## src/rtl/note_seq_pkg.sv

```systemverilog
// Shared types and note-code constants for the note sequencer.
// The state encoding doubles as the externally visible mode value.
package note_seq_pkg;

    typedef enum logic [1:0] {
        IDLE   = 2'b00,
        RECORD = 2'b01,
        PLAY   = 2'b10
    } seq_state_t;

    localparam logic [3:0] NOTE_NONE    = 4'd0;
    localparam logic [3:0] NOTE_MAX     = 4'd13;
    localparam logic [3:0] NOTE_REST    = 4'd14;
    localparam logic [3:0] NOTE_INVALID = 4'd15;

    // Pitches and rests are recorded; "no key" and invalid codes are not.
    function automatic logic key_storable(input logic [3:0] key);
        return ((key != NOTE_NONE) && (key <= NOTE_MAX)) || (key == NOTE_REST);
    endfunction

    // A rest occupies a slot but plays as silence.
    function automatic logic [3:0] key_to_slot(input logic [3:0] key);
        return (key == NOTE_REST) ? NOTE_NONE : key;
    endfunction

endpackage

```

## src/rtl/note_timer.sv

```systemverilog
// Tempo timer: counts enabled cycles and pulses expire on the last cycle
// of each TEMPO_CYCLES-long period, wrapping back to zero.
module note_timer #(
    parameter int TEMPO_CYCLES = 2_500_000
) (
    input  logic clk,
    input  logic nRst,
    input  logic clear,
    input  logic enable,
    output logic expire
);

    localparam int TW = (TEMPO_CYCLES > 1) ? $clog2(TEMPO_CYCLES) : 1;
    localparam logic [TW-1:0] LAST = TW'(TEMPO_CYCLES - 1);

    logic [TW-1:0] tempo_reg;
    logic [TW-1:0] tempo_next;

    assign expire = enable && !clear && (tempo_reg == LAST);

    always_comb begin
        tempo_next = tempo_reg;
        if (clear) begin
            tempo_next = '0;
        end else if (enable) begin
            tempo_next = expire ? '0 : tempo_reg + TW'(1);
        end
    end

    always_ff @(posedge clk or negedge nRst) begin
        if (!nRst) begin
            tempo_reg <= '0;
        end else begin
            tempo_reg <= tempo_next;
        end
    end

endmodule

```

## src/rtl/note_sequencer.sv

```systemverilog
// Keypad note recorder with fixed-tempo playback toward the frequency divider.
// keycode passes to the divider untouched; this block only drives sound_series.
module note_sequencer
    import note_seq_pkg::*;
#(
    parameter int DEPTH        = 16,
    parameter int TEMPO_CYCLES = 2_500_000
) (
    input  logic                     clk,
    input  logic                     nRst,
    input  logic [3:0]               keycode,
    input  logic                     record_btn,
    input  logic                     play_btn,
    output logic [3:0]               sound_series,
    output logic [1:0]               mode,
    output logic [$clog2(DEPTH):0]   count,
    output logic                     full
);

    localparam int IW = $clog2(DEPTH);
    localparam int CW = IW + 1;

    seq_state_t    state_reg, state_next;
    logic [CW-1:0] count_reg, count_next;
    logic [IW-1:0] idx_reg, idx_next;
    logic [3:0]    sound_reg, sound_next;
    logic          full_reg, full_next;
    logic [3:0]    prev_key_reg;

    logic [3:0]    note_buf [DEPTH];
    logic          wr_en;
    logic [3:0]    wr_data;
    logic          capture;
    logic          last_slot;
    logic [IW-1:0] idx_inc;
    logic [CW-1:0] count_m1;
    logic          timer_clear;
    logic          timer_expire;

    assign sound_series = sound_reg;
    assign mode         = state_reg;
    assign count        = count_reg;
    assign full         = full_reg;

    // Press edge only, so a held key yields a single slot.
    assign capture   = (prev_key_reg == NOTE_NONE) && key_storable(keycode) && !full_reg;
    assign idx_inc   = idx_reg + IW'(1);
    assign count_m1  = count_reg - CW'(1);
    assign last_slot = ({1'b0, idx_reg} == count_m1);

    // Timer idles at zero outside PLAY so a new playback starts a full period.
    assign timer_clear = (state_reg != PLAY) || play_btn;

    note_timer #(
        .TEMPO_CYCLES(TEMPO_CYCLES)
    ) u_timer (
        .clk    (clk),
        .nRst   (nRst),
        .clear  (timer_clear),
        .enable (state_reg == PLAY),
        .expire (timer_expire)
    );

    always_comb begin
        state_next = state_reg;
        count_next = count_reg;
        idx_next   = idx_reg;
        sound_next = NOTE_NONE;
        wr_en      = 1'b0;
        wr_data    = key_to_slot(keycode);

        case (state_reg)
            IDLE: begin
                if (record_btn) begin
                    state_next = RECORD;
                    count_next = '0;
                end else if (play_btn && (count_reg != '0)) begin
                    state_next = PLAY;
                    idx_next   = '0;
                    sound_next = note_buf[0];
                end
            end

            RECORD: begin
                if (capture) begin
                    wr_en      = 1'b1;
                    count_next = count_reg + CW'(1);
                end
                if (record_btn) begin
                    state_next = IDLE;
                end
            end

            PLAY: begin
                sound_next = sound_reg;
                if (play_btn) begin
                    state_next = IDLE;
                    sound_next = NOTE_NONE;
                end else if (timer_expire) begin
                    if (last_slot) begin
                        state_next = IDLE;
                        sound_next = NOTE_NONE;
                    end else begin
                        idx_next   = idx_inc;
                        sound_next = note_buf[idx_inc];
                    end
                end
            end

            default: begin
                state_next = IDLE;
            end
        endcase

        full_next = (count_next == CW'(DEPTH));
    end

    always_ff @(posedge clk or negedge nRst) begin
        if (!nRst) begin
            state_reg    <= IDLE;
            count_reg    <= '0;
            idx_reg      <= '0;
            sound_reg    <= NOTE_NONE;
            full_reg     <= 1'b0;
            prev_key_reg <= NOTE_NONE;
        end else begin
            state_reg    <= state_next;
            count_reg    <= count_next;
            idx_reg      <= idx_next;
            sound_reg    <= sound_next;
            full_reg     <= full_next;
            prev_key_reg <= keycode;
        end
    end

    // Buffer is deliberately unreset; count alone defines its valid contents.
    always_ff @(posedge clk) begin
        if (wr_en) begin
            note_buf[count_reg[IW-1:0]] <= wr_data;
        end
    end

endmodule

```

## config.mk

```make
export PLATFORM = sky130hd
export DESIGN_NAME = note_sequencer
export DESIGN_NICKNAME = d
export VERILOG_FILES = /design/src/rtl/note_seq_pkg.sv /design/src/rtl/note_timer.sv /design/src/rtl/note_sequencer.sv
export SDC_FILE = /design/constraint.sdc
export NUM_CORES = 1
export LEC_CHECK = 0
export CAP_MARGIN = 5
export CORE_MARGIN = 2
export CORE_UTILIZATION = 35
export CTS_BUF_LIST = sky130_fd_sc_hd__clkbuf_8
export DETAILED_ROUTE_END_ITERATION = 10
export PLACE_DENSITY_LB_ADDON = 0.15
export SYNTH_ARGS = -nofsm -noshare
export SYNTH_HDL_FRONTEND = slang
export SYNTH_SLANG_ARGS = --single-unit
```

## constraint.sdc

```tcl
create_clock -name clk -period 2.8 [get_ports clk]
set_clock_uncertainty 0.1 [all_clocks]
set_input_delay 0.84 -clock clk [delete_from_list [all_inputs] [get_ports clk]]
set_output_delay 0.84 -clock clk [all_outputs]
set_load 0.005 [all_outputs]
```

==> summary.txt <==
Synthesis
  – Seq cells post-synth: roughly 110
  – Commonest cells in the synthesized netlist: 64 x edfxtp_1, 43 x nor2_1, 42 x dfrtp_1
  – Synth warn: 0
  – Syn_nets: approximately 360
  – Most area-hungry cell type in the Yosys netlist: edfxtp_1
  – Post-Synth Adder-Cell Area: 0.0183
  – Synth Cell Area: 4780 sq um
  – Asr flop ratio synth: 0.396
  – Syn_area_per_cell: about 14 sq um
  – Xor/xnor share of the synthesized area: 0.0531
  – Synth area leaders: edfxtp_1 40%, dfrtp_1 22%, mux4_2 9.4%
  – Cells after Synth: ~340
  – Mux contribution to synthesized area: 0.103
  – Seq/Total Area, Yosys: 0.621
  – Synth Area in Simple Gates: 0.144
  – Count leader, synth: edfxtp_1
  – Compound-gate portion of the synthesized area: 0.0403
  – Post-synth EDFFs: between 60 and 70
  – Main combinational cell family by area after synthesis: simple AND/OR/NAND/NOR gates
  – Dominant synthesized flop cell: edfxtp_1
  – Library cells used by synthesis: slightly above 50
  – Top-area cell type share of the netlist area: 0.402

GRT
  – Largest net degree at the start of global routing: 21
  – Initial antenna violation count: 0
  – First-pass GRT wire length: ~16,000 microns
  – Grt total ovfl: 0
  – Vias in the first global route: roughly 2,900
  – Total track usage: 0.148

Clock tree
  – TritonCTS clock tree: yes
  – Post-CTS Hold Buffers: 0
  – CTS resizes: 0
  – Htree depth: 3
  – Reg clk slew, reported paths: approximately 0.11 ns
  – CTS buffer count: 9
  – Post-CTS Repair Setup Buffers: 0
  – Maximum buffer depth of the clock tree: 2
  – Clk_lat worst skew: 0.38 ns
  – Root Buffer: clkbuf_8
  – Clk sinks: between 100 and 150

Critical path
  – Critical-path maximum fanout: 5
  – Worst EP arrival: approximately 2.6 ns
  – CP peak stage delay: roughly 0.51 ns
  – WS Path Type: in2reg
  – CP top delay family: simple AND/OR/NAND/NOR gates
  – Critical Path RT: ~2.7 ns
  – Critical path buffer and inverter count: 2
  – Worst Setup Start Kind: primary input
  – Worst path slowest cell: clkdlybuf4s50_1
  – CP Cell Sequence: clkdlybuf4s50_1 -> or4_1 -> and4_1 -> nor2b_4 -> nand2_1 -> buf_4 -> nor2_1
  – Worst setup EP type: flop

Timing
  – Tmin final: ~2.7 ns
  – Final hold vios: 0
  – Worst hold slack: 0.296 ns
  – Final setup fails: 0
  – RSZ-0062 raised after global routing: no
  – Post-route setup slack: approximately 0.13 ns
  – Worst-Margin Slew: around 0.68 ns
  – Final worst path period share: 0.954
  – Max Fclk: 374 MHz
  – Slew headroom: 0.545
  – Max-slew violation count: 0

Detailed routing
  – DR top layer: met4
  – Met1 Wirelength: 4550 microns
  – DR WL met3: roughly 340 microns
  – DRT antenna net count: 0
  – WL met2: 4840 microns
  – DRC Markers: 0
  – Via count: about 2,800
  – Wire length per cell: ~17 microns
  – Total length of routed wires: 9860 microns
  – Drt first-iter violations: ~150
  – Detailed-router iteration count before antenna repair: 6
  – Via density: 4.98

Layout
  – Fraction of layout cells with a size suffix above 1: 0.212
  – Max FFs per register: between 60 and 70
  – Register area: between 2000 and 3000 sq um
  – P&R area growth vs syn: 16.3%
  – Filler instances: between 1,000 and 1,500
  – Antenna cells: 0
  – Nets: 406
  – Area occupied by multi-input gates: roughly 1700 sq um
  – Core Util, Final: 0.419

Die
  – FP Rows: 42
  – # IOs: 20
  – Initial core utilization: 0.360
  – Core ar.: 13,300 sq um
  – Die width: roughly 120 microns
  – Die height: roughly 120 microns
  – Area of the die: roughly 15,000 sq um

Place
  – Dpl hpwl: between 6000 and 7000 microns
  – Setup Slack @ Placement: -0.298 ns
  – Port Buffers: 19
  – RD Place Congestion: about 0.76

Power
  – IR drop worst, VDD: just over 0.0003 V
  – Internal power: roughly 2200 uW
  – Total power: 2970 uW
  – Pleak: ~0.002 uW
  – Sw Pwr: 778 uW
  – Reg power frac: 0.581
  – Switch share: 0.262
  – P per Cell Area: ~530 nW/um^2
  – Clk pwr share: 0.306
  – Logic pwr share: 0.113

Flow run
  – Max Cap Viol: 0

Run status
  – Status: finished clean

Min path
  – Worst hold path class: in2async
[routing by layer]
| metal | track usage | vias up |
|---|---|---|
| li1 | - | 1361 |
| met1 | 0.197 | 1433 |
| met2 | 0.238 | 42 |
| met3 | 0.0390 | 10 |
| met4 | 0.0465 | 0 |
| met5 | 0 | - |
[worst reg2reg max path, stage by stage (launching register included)]
cell     delay [ns]
dfrtp_1        0.44
ha_1           0.56
buf_4          0.28
mux4_2         0.35
mux4_2         0.49
inv_1          0.06
o21ai_0        0.06
[area by class of cell]
type,instances,area share
Clock buffer,9,0.0223
Clock inverter,7,0.0103
Inverter,9,0.00607
Multi-Input combinational cell,213,0.308
Sequential cell,106,0.534
Tap cell,176,0.0396
Timing Repair Buffer,52,0.0800
[placed cells by master, fill, tap and decap left out, types with 3 or more instances in the layout]
cell | netlist | layout
xor2_1 | 18 | 18
o21ai_0 | 9 | 9
clkbuf_8 | 0 | 9
nand2_1 | 20 | 20
dfrtp_1 | 42 | 42
nand2b_1 | 4 | 4
nor4_1 | 3 | 3
ha_1 | 7 | 7
clkdlybuf4s50_1 | 0 | 18
xnor2_1 | 11 | 11
mux4_2 | 20 | 20
a21boi_0 | 3 | 3
inv_1 | 9 | 9
nor3_1 | 11 | 11
mux2i_1 | 3 | 3
buf_4 | 0 | 32
nand3_1 | 12 | 12
nand4_1 | 5 | 5
a22oi_1 | 4 | 4
edfxtp_1 | 64 | 64
nor2_1 | 43 | 43
and3_1 | 3 | 3
[final timing paths]
path	startpoint	endpoint	slack, ns	cells after the start
min in group clk	u_timer.tempo_reg[0]	u_timer.tempo_reg[0]	0.41	1
max	keycode[1]	note_buf[8][3]	0.13	7
max in group asynchronous	nRst	sound_series[0]	1.74	2
min	nRst	u_timer.tempo_reg[10]	0.30	1
max reg2reg	idx_reg[1]	sound_series[3]	0.34	6
min reg2reg	u_timer.tempo_reg[0]	u_timer.tempo_reg[0]	0.41	1
[stage by stage]
stage               area, sq um  setup TNS [ns]  cells
detailed placement         5390          -12.13    556
global route               5570               0    572
global placement           5390          -11.04    556
CTS                        5570               0    572
floorplan                  4780               0    341
finish                     5570               0    572
[power groups by stage]
stage	Clock [uW]	Sequential [uW]	Combinational, uW
5_1_grt	1000	1730	374
3_5_place_dp	0	1760	341
3_3_place_gp	0	1760	341
6_report	909	1730	335
2_1_floorplan	0	1750	209
4_1_cts	945	1730	343
[logic make-up after synthesis]
logic type / count (synthesis)
XOR/XNOR: 29
buffers and inverters: 22
adder cells (fa/ha/maj): 7
flip-flops: 106
multiplexers: 24
AO/OA/AOI/OAI: 28
AND/OR/NAND/NOR: 125
(Power assumes the default switching activity.)
